--- src/rtl/aes_round_sequencer_if.sv ---
// Handshake and control bundle between the AES round sequencer and its neighbours.
// master = block-side driver (rx/tx, key scheduler, downstream); slave = the sequencer.
interface aes_round_sequencer_if;
  logic       in_valid;
  logic       in_ready;
  logic       in_new_key;
  logic       key_start;
  logic       key_done;
  logic       data_load;
  logic       round_en;
  logic [3:0] cur_round;
  logic       last_round;
  logic       out_valid;
  logic       out_ready;
  logic       busy;
  logic       key_err;

  modport master (
    output in_valid, in_new_key, key_done, out_ready,
    input  in_ready, key_start, data_load, round_en, cur_round, last_round, out_valid, busy,
           key_err
  );

  modport slave (
    input  in_valid, in_new_key, key_done, out_ready,
    output in_ready, key_start, data_load, round_en, cur_round, last_round, out_valid, busy,
           key_err
  );
endinterface

--- src/rtl/aes_round_sequencer.sv ---
// Sequencer for one AES-128 engine: accepts a block, expands the key when needed, walks the
// round datapath through rounds 0..NUM_ROUNDS and holds the result until taken.
module aes_round_sequencer #(
  parameter int unsigned NUM_ROUNDS  = 10,
  parameter int unsigned KEY_TIMEOUT = 32
) (
  input logic                  clk,
  input logic                  rst,
  aes_round_sequencer_if.slave bus
);
  localparam logic [3:0] LastRound   = 4'(NUM_ROUNDS);
  localparam logic [7:0] TimeoutLast = 8'(KEY_TIMEOUT - 1);

  typedef enum logic [2:0] {
    StIdle, StHold, StKeyStart, StKeyWait, StLoad, StRound
  } state_e;

  state_e     state_q, state_d;
  logic       key_valid_q, key_valid_d;
  logic [7:0] tmo_q, tmo_d;
  logic       key_err_q, key_err_d;
  logic [3:0] cur_round_q, cur_round_d;
  logic       key_start_q, key_start_d;
  logic       data_load_q, data_load_d;
  logic       round_en_q, round_en_d;
  logic       last_round_q, last_round_d;
  logic       out_valid_q, out_valid_d;
  logic       busy_q, busy_d;
  logic       in_ready, accept, need_key;

  // in_ready follows out_ready in HOLD so a new block can enter as the result leaves.
  assign in_ready = (state_q == StIdle) | ((state_q == StHold) & bus.out_ready);
  assign accept   = bus.in_valid & in_ready;
  assign need_key = bus.in_new_key | ~key_valid_q;

  always_comb begin
    state_d     = state_q;
    key_valid_d = key_valid_q;
    tmo_d       = tmo_q;
    key_err_d   = key_err_q;
    if (accept) begin
      key_err_d = 1'b0;
      if (bus.in_new_key) key_valid_d = 1'b0;
    end
    case (state_q)
      StIdle: begin
        if (accept) state_d = need_key ? StKeyStart : StLoad;
      end
      StHold: begin
        if (accept)             state_d = need_key ? StKeyStart : StLoad;
        else if (bus.out_ready) state_d = StIdle;
      end
      StKeyStart: begin
        tmo_d   = '0;
        state_d = StKeyWait;
      end
      StKeyWait: begin
        tmo_d = (tmo_q == 8'hff) ? tmo_q : tmo_q + 8'd1;
        // key_done has priority over an expiry in the same cycle.
        if (bus.key_done) begin
          key_valid_d = 1'b1;
          state_d     = StLoad;
        end else if (tmo_q == TimeoutLast) begin
          key_valid_d = 1'b0;
          key_err_d   = 1'b1;
          state_d     = StIdle;
        end
      end
      StLoad: state_d = StRound;
      StRound: begin
        if (cur_round_q == LastRound) state_d = StHold;
      end
      default: state_d = StIdle;
    endcase
  end

  // Outputs are registered, decoded from the state being entered.
  always_comb begin
    case (state_d)
      StRound: cur_round_d = (state_q == StLoad) ? 4'd1 : cur_round_q + 4'd1;
      StHold:  cur_round_d = cur_round_q;
      default: cur_round_d = '0;
    endcase
    key_start_d  = (state_d == StKeyStart);
    data_load_d  = (state_d == StLoad);
    round_en_d   = (state_d == StLoad) | (state_d == StRound);
    last_round_d = (state_d == StRound) & (cur_round_d == LastRound);
    out_valid_d  = (state_d == StHold);
    busy_d       = (state_d != StIdle);
  end

  always_ff @(posedge clk or posedge rst) begin
    if (rst) begin
      state_q      <= StIdle;
      key_valid_q  <= 1'b0;
      tmo_q        <= '0;
      key_err_q    <= 1'b0;
      cur_round_q  <= '0;
      key_start_q  <= 1'b0;
      data_load_q  <= 1'b0;
      round_en_q   <= 1'b0;
      last_round_q <= 1'b0;
      out_valid_q  <= 1'b0;
      busy_q       <= 1'b0;
    end else begin
      state_q      <= state_d;
      key_valid_q  <= key_valid_d;
      tmo_q        <= tmo_d;
      key_err_q    <= key_err_d;
      cur_round_q  <= cur_round_d;
      key_start_q  <= key_start_d;
      data_load_q  <= data_load_d;
      round_en_q   <= round_en_d;
      last_round_q <= last_round_d;
      out_valid_q  <= out_valid_d;
      busy_q       <= busy_d;
    end
  end

  assign bus.in_ready   = in_ready;
  assign bus.key_start  = key_start_q;
  assign bus.data_load  = data_load_q;
  assign bus.round_en   = round_en_q;
  assign bus.cur_round  = cur_round_q;
  assign bus.last_round = last_round_q;
  assign bus.out_valid  = out_valid_q;
  assign bus.busy       = busy_q;
  assign bus.key_err    = key_err_q;
endmodule

--- src/flat_wrapper.sv ---
// flat-port wrapper written by rule: the top's interface ports become plain ports
module aes_round_sequencer_flat 
#(
  parameter int unsigned NUM_ROUNDS  = 10,
  parameter int unsigned KEY_TIMEOUT = 32
)
  (clk, rst, bus_in_valid, bus_in_new_key, bus_key_done, bus_out_ready, bus_in_ready, bus_key_start, bus_data_load, bus_round_en, bus_cur_round, bus_last_round, bus_out_valid, bus_busy, bus_key_err);
  aes_round_sequencer_if bus_i ();
  input logic clk;
  input logic rst;
  input wire logic [$bits(bus_i.in_valid)-1:0] bus_in_valid;
  input wire logic [$bits(bus_i.in_new_key)-1:0] bus_in_new_key;
  input wire logic [$bits(bus_i.key_done)-1:0] bus_key_done;
  input wire logic [$bits(bus_i.out_ready)-1:0] bus_out_ready;
  output wire logic [$bits(bus_i.in_ready)-1:0] bus_in_ready;
  output wire logic [$bits(bus_i.key_start)-1:0] bus_key_start;
  output wire logic [$bits(bus_i.data_load)-1:0] bus_data_load;
  output wire logic [$bits(bus_i.round_en)-1:0] bus_round_en;
  output wire logic [$bits(bus_i.cur_round)-1:0] bus_cur_round;
  output wire logic [$bits(bus_i.last_round)-1:0] bus_last_round;
  output wire logic [$bits(bus_i.out_valid)-1:0] bus_out_valid;
  output wire logic [$bits(bus_i.busy)-1:0] bus_busy;
  output wire logic [$bits(bus_i.key_err)-1:0] bus_key_err;
  assign bus_i.in_valid = bus_in_valid;
  assign bus_i.in_new_key = bus_in_new_key;
  assign bus_i.key_done = bus_key_done;
  assign bus_i.out_ready = bus_out_ready;
  assign bus_in_ready = bus_i.in_ready;
  assign bus_key_start = bus_i.key_start;
  assign bus_data_load = bus_i.data_load;
  assign bus_round_en = bus_i.round_en;
  assign bus_cur_round = bus_i.cur_round;
  assign bus_last_round = bus_i.last_round;
  assign bus_out_valid = bus_i.out_valid;
  assign bus_busy = bus_i.busy;
  assign bus_key_err = bus_i.key_err;
  aes_round_sequencer #(.NUM_ROUNDS(NUM_ROUNDS), .KEY_TIMEOUT(KEY_TIMEOUT)) u_core (.clk(clk), .rst(rst), .bus(bus_i));
endmodule
--- config.mk ---
export PLATFORM = sky130hd
export DESIGN_NAME = aes_round_sequencer_flat
export DESIGN_NICKNAME = d
export VERILOG_FILES = /design/src/rtl/aes_round_sequencer_if.sv /design/src/rtl/aes_round_sequencer.sv /design/src/flat_wrapper.sv
export SDC_FILE = /design/constraint.sdc
export NUM_CORES = 1
export LEC_CHECK = 0
export ABC_AREA = 1
export CAP_MARGIN = 20
export CORE_UTILIZATION = 45
export CTS_BUF_LIST = sky130_fd_sc_hd__clkbuf_4 sky130_fd_sc_hd__clkbuf_8 sky130_fd_sc_hd__clkbuf_16
export DETAILED_ROUTE_END_ITERATION = 10
export GPL_TIMING_DRIVEN = 1
export PLACE_DENSITY = 0.68
export SLEW_MARGIN = 20
export SYNTH_ARGS = -nofsm -noshare
export SYNTH_HDL_FRONTEND = slang
export SYNTH_SLANG_ARGS = --single-unit
--- constraint.sdc ---
create_clock -name clk -period 1.9 [get_ports clk]
set_clock_uncertainty 0.05 [all_clocks]
set_input_delay 0.57 -clock clk [delete_from_list [all_inputs] [get_ports clk]]
set_output_delay 0.57 -clock clk [all_outputs]
set_load 0.02 [all_outputs]
==> results of run 1 <==
power groups by stage:
stage,Sequential [mW],Clock (mW),Combinational [mW]
finish,0.663,0.222,1.02
global route,0.677,0.254,1.11
CTS,0.660,0.235,0.984
detailed placement,0.671,0,0.971
global placement,0.665,0,0.948
floorplan,0.736,0,0.514
cell usage after synthesis (4+ instances only):
library cell   n
inv_2          5
nor2_2         5
nand2_1       28
inv_1         21
dfrtp_1       23
nand2_2        7
nor2_1         7
nand3_1        9
nand3_2        4
o21ai_0        8
nand4_1        9
registers in the layout, indices dropped and copies added, names as in the netlist:
register / flops
u_core.tmo_q: 8
u_core.bus.cur_round: 4
u_core.state_q: 3
u_core.bus.busy: 1
u_core.bus.data_load: 1
u_core.bus.key_err: 1
u_core.bus.key_start: 1
u_core.bus.last_round: 1
u_core.bus.out_valid: 1
u_core.bus.round_en: 1
u_core.key_valid_q: 1
critical path: cells and delay by family (launching register included):
kind	cells	cell delay (ns)
DFF	1	0.43
buffers and inverters	2	0.23
AOI/OAI and AO/OA	1	0.16
and+or+nand+nor	1	0.12
cell families after synthesis:
kind of cell,Yosys count,synth area share
buf+inv,26,0.07808
flops,23,0.4605
simple gates,74,0.3133
xor+xnor,3,0.02102
compound gates,18,0.09710
fa+ha+maj,3,0.03003
layout make-up:
type / count / area (µm²) / share of cell area
inverters: 26 / 97.59 / 0.05977
clock buffers: 3 / 22.52 / 0.01379
multi-input cells: 98 / 603.1 / 0.3693
flip-flops and latches: 23 / 575.6 / 0.3525
repair buffers: 32 / 291.5 / 0.1785
clock inverters: 1 / 5.005 / 0.003065
well taps: 30 / 37.54 / 0.02299
worst max path at each step:
stage / start / endpoint / slack, ns / depth (start not counted)
final: u_core.state_q[1] / bus_in_ready / 0.03 / 4
after global placement: bus_out_ready / bus_in_ready / -0.63 / 4
after global routing: u_core.state_q[1] / bus_in_ready / -0.05 / 3
after detailed placement: bus_out_ready / bus_in_ready / -0.69 / 4
after floorplan: u_core.state_q[2] / bus_in_ready / 0.06 / 2
after CTS: u_core.state_q[2] / bus_in_ready / 0.002 / 3
routing by layer:
layer  part of all wire  vias to the layer above  global-route usage
met2               0.52                        9              0.3574
li1                   -                      550                   -
met3              0.025                        2             0.02778
met5                  0                        -                   0
met1               0.45                      509              0.2427
met4             0.0057                        0             0.05128
cells in the final DEF, fill, tap and decap left out, drive strengths merged:
cell,Yosys,final
nand2,35,35
nand3,13,13
inv,26,26
ha,3,3
o31ai,3,3
dlygate4sd2,0,6
dlymetal6s2s,0,6
dfrtp,23,23
clkinv,0,1
xor2,2,2
a21boi,2,2
or2,1,1
buf,0,16
a21oi,5,5
clkdlybuf4s50,0,4
nor3,2,2
nand4,9,9
clkbuf,0,3
o21ai,8,8
nor2,14,14
xnor2,1,1
repair_timing:
action / 4_1_cts / 5_1_grt
pin swaps: 1 / 3
gates cloned: 0 / 0
buffers inserted: 0 / 2
setup endpoints to repair: 6 / 9
gates resized for setup: 16 / 11
==> flow_summary.ini, run 1 <==
[outcome]
status = complete, no violations

[layout]
area_delta_synth_final_pct = 30.63
drive_above_1_share = 0.2896
design_area_um2 = 1633
nets = 193
nFillCells = 212
instances_no_fill = 213
final_core_util = 0.6416
n_antenna_cell = 0

[clock_network]
htreeDepth = 1
clockBufferDepth = 2
cts_tree = done
clock-root-buffer = clkbuf_4
clk_latency_ns = 0.30
cts.sinks = 23
cts.hold.buffers_added = 0
numCtsBuffers = 3
clk_pin_slew_ns = 0.13

[setup_path]
cp.arrival_ns = 1.25
r2r_start = u_core.tmo_q[0]
worstSetupPathType = reg -> out
worstPathRequired_ns = 1.28
cp_slowest_cell = dfrtp_1
critPathLaunchType = register
slowest_delay_ns = 0.43
reg2reg_to = u_core.bus.last_round
worst-path-max-fanout = 3
reg2regPathDepth = 10
end_kind = output pin
path_cells = inv_1 -> nand3_2 -> a21boi_4 -> buf_6
ff2ff_setup_slack_ns = 0.16

[synthesis]
synth_edf_count = 0
ys_async_sr_fraction = 1.000
yosys_register_bits = 23
ys_seq_area_frac = 0.4605
synth_top_area_frac = 0.4605
synth_area_um2 = 1250
synthCells = 147
synth_flop_cell = dfrtp_1
netlist_top_cells_area = dfrtp_1 46%, nand2_1 8.4%, inv_1 6.3%
yosys_warnings = 0
synthDistinctLibCells = 23
yosysTopAreaCell = dfrtp_1
syn_nets = 156
synth.avg_cell_area_um2 = 8.503

[power_and_ir_drop]
power_frac_comb = 0.536
peakVddDrop_mv = 0.7174
swShare = 0.4244
power_switching_uw = 809.1
power.density_nw_per_um2 = 1168
intPower_mw = 1.097
finalPower_mw = 1.906
p_leak_nw = 0.9297
p_seq_frac = 0.348
p_clk_frac = 0.117

[die]
rows = 18
die-area_um2 = 2993
core_um2 = 2545
start_util = 0.4912
ioPinCount = 18
die_h_um = 54.71
die_w_um = 54.71

[sta]
finalHoldViolCount = 0
setup_viol = 0
max_freq_mhz = 534.9
finalMaxSlewViolations = 0
worst_pin_slew_ns = 0.3097
period_needed_ns = 1.869
finalCritPeriodShare = 0.9839
rsz0062_at_grt = true
whs_ns = 0.4477
slew_headroom = 0.7919
tns_ns = 0
layout_setup_ws_ns = 0.03054

[global_route]
track_usage = 0.1983
grt_pass1_vias = 1021
gr-total-overflow = 0
grt_pass1_wl_um = 4243
grt_start_max_net_pins = 24
antenna_found_initial = 0

[placement]
post-place-ws_ns = -0.6915
port_buffers = 17
dpl-instance-area_um2 = 1555
gp_congestion = 0.8356
place_hpwl_um = 2027
dp_cells = 207

[run]
cap_violations = 0

[detailed_routing]
routed_wl_um = 2625
drt-initial-drc-count = 14
drt-pass1-iter-count = 4
drc = 0
wire_per_inst_um = 12.32
antenna_left = 0
avgViaCountPerCell = 5.023
vias = 1070

[hold_path]
hold_start = u_core.bus.key_err
hold_depth = 2
hp-class = reg -> reg
min_to = u_core.bus.key_err
Power figures use the tool's default switching activity.
==> run 2, diff against run 1 <==
--- a/config.mk
+++ b/config.mk
@@ -7,11 +7,11 @@
 export LEC_CHECK = 0
 export ABC_AREA = 1
 export CAP_MARGIN = 20
-export CORE_UTILIZATION = 45
+export CORE_UTILIZATION = 53
 export CTS_BUF_LIST = sky130_fd_sc_hd__clkbuf_4 sky130_fd_sc_hd__clkbuf_8 sky130_fd_sc_hd__clkbuf_16
 export DETAILED_ROUTE_END_ITERATION = 10
 export GPL_TIMING_DRIVEN = 1
-export PLACE_DENSITY = 0.68
+export PLACE_DENSITY = 0.78
 export SLEW_MARGIN = 20
 export SYNTH_ARGS = -nofsm -noshare
 export SYNTH_HDL_FRONTEND = slang
==> run 2 against run 1 <==
Against the previous run: clock power is 3% higher; first-iteration DRC count is 57% higher; setup slack better by 0.031 ns; via count increased by 3.1%; count of clock-buffer cells in the layout unchanged; total power rose by 0.12%; sequential share of layout area is 0.52 points higher; die area decreased by 15%; fmax increased by 1.7%; largest cell class unchanged.
==> flow_summary.ini, run 2 (synthesis results as in run 1) <==
[detailed_routing]
vias = 1103
routed_wl_um = 2735
drc = 0
wire_per_inst_um = 13.02
drt-initial-drc-count = 22
antenna_left = 0
avgViaCountPerCell = 5.252
drt-pass1-iter-count = 4

[power_and_ir_drop]
peakVddDrop_mv = 0.7458
power.density_nw_per_um2 = 1186
p_seq_frac = 0.349
p_clk_frac = 0.119
p_leak_nw = 0.9191
power_frac_comb = 0.531
power_switching_uw = 816.6
swShare = 0.4278
intPower_mw = 1.092

[layout]
mostFrequentLayoutCell = nand2_1
design_area_um2 = 1609
n_antenna_cell = 0
final_core_util = 0.7274
nets = 192
top_register = u_core.tmo_q
drive_above_1_share = 0.2912
final_cell_mix = 28 x nand2_1, 23 x dfrtp_1, 18 x inv_1, 15 x buf_4, 9 x nand4_1
largest_register_ffs = 8
area_delta_synth_final_pct = 28.73

[die]
ioPinCount = 18
die_w_um = 50.57
rows = 17
die-area_um2 = 2557
start_util = 0.5650
core_um2 = 2212
die_h_um = 50.57

[run]
cap_violations = 0

[clock_network]
cts.sinks = 23
numCtsBuffers = 3
cts_tree = done
clk_latency_ns = 0.31
clockBufferDepth = 2
clk_pin_slew_ns = 0.13
htreeDepth = 1
clock-root-buffer = clkbuf_4
cts.hold.buffers_added = 0

[sta]
finalCritPeriodShare = 0.9676
period_needed_ns = 1.838
tns_ns = 0
slew_headroom = 0.7798
finalHoldViolCount = 0
layout_setup_ws_ns = 0.06154
rsz0062_at_grt = true
setup_viol = 0
whs_ns = 0.4528
worst_pin_slew_ns = 0.3278
max_freq_mhz = 543.9
finalMaxSlewViolations = 0

[global_route]
grt_pass1_vias = 1168
gr-total-overflow = 0
track_usage = 0.2521
grt_pass1_wl_um = 4774
grt_start_max_net_pins = 24
antenna_found_initial = 0

[setup_path]
worstSetupPathType = reg -> out
reg2regPathDepth = 10
slowest_delay_ns = 0.44
critPathLaunchType = register
critPathTopFamily = flip-flops
cp_num_cells = 3
path_cells = nor2_2 -> a21boi_2 -> buf_4
worst-path-max-fanout = 3
timing.critical_path.buf_inv = 1
worstPathRequired_ns = 1.28
cp.arrival_ns = 1.22
end_kind = output pin
cp_slowest_cell = dfrtp_1

[placement]
gp_congestion = 0.8297
post-place-ws_ns = -0.6466
place_hpwl_um = 2076
dpl-instance-area_um2 = 1545
port_buffers = 17

[hold_path]
hold_depth = 2
hp-class = reg -> reg

[outcome]
status = complete, no violations
run 2: cell type report:
class,instances,area (µm²)
Clock buffer,3,22.52
Inverter,26,97.59
Multi-Input combinational cell,98,593.1
Sequential cell,23,575.6
Clock inverter,1,5.005
Timing Repair Buffer,31,280.3
Fill cell,173,603.1
Tap cell,28,35.03
run 2: power by group through the flow:
stage	combinational [mW]	sequential, mW	clock, mW
floorplan	0.514	0.736	0
global placement	0.943	0.666	0
detailed placement	0.972	0.674	0
CTS	0.987	0.664	0.233
global route	1.12	0.677	0.256
finish	1.01	0.666	0.228
run 2: per-stage QoR:
stage | instances | power (mW)
5_1_grt | 210 | 2.052
4_1_cts | 208 | 1.885
3_3_place_gp | 204 | 1.609
6_report | 210 | 1.909
3_5_place_dp | 204 | 1.646
2_1_floorplan | 147 | 1.251
run 2: per-layer routing:
layer | global-route usage | part of all wire
met3 | 0.03939 | 0.039
met1 | 0.2669 | 0.39
met5 | 0 | 0
met2 | 0.4778 | 0.55
met4 | 0.1204 | 0.019
run 2: path summary, 6_finish.rpt:
| path | startpoint | endpoint | slack, ns |
|---|---|---|---|
| hold / removal | u_core.bus.key_err | u_core.bus.key_err | 0.45 |
| setup reg to reg | u_core.tmo_q[0] | u_core.bus.last_round | 0.15 |
| hold reg to reg | u_core.bus.key_err | u_core.bus.key_err | 0.45 |
| min in group asynchronous | rst | u_core.tmo_q[3] | 0.53 |
| max in group asynchronous | rst | u_core.tmo_q[0] | 1.04 |
| setup / recovery | u_core.state_q[2] | bus_in_ready | 0.06 |
run 2: timing repair:
action,in CTS,in global routing
pin swaps,1,1
hold endpoints to repair,0,0
gates resized for setup,16,11
setup endpoints to repair,6,7
buffers inserted,0,2
run 2: worst min-delay path, delay by kind of cell, from the launching register on:
kind	cells	cell delay (ns)
and+or+nand+nor	1	0.05
AOI/OAI and AO/OA	1	0.05
DFF	1	0.37
==> run 3, diff against run 2 <==
--- a/config.mk
+++ b/config.mk
@@ -12,6 +12,7 @@
 export DETAILED_ROUTE_END_ITERATION = 10
 export GPL_TIMING_DRIVEN = 1
 export PLACE_DENSITY = 0.78
+export REMOVE_ABC_BUFFERS = 1
 export SLEW_MARGIN = 20
 export SYNTH_ARGS = -nofsm -noshare
 export SYNTH_HDL_FRONTEND = slang
==> results of run 3 <==
The final DEF is identical to that of run 2; final timing and power are the same.
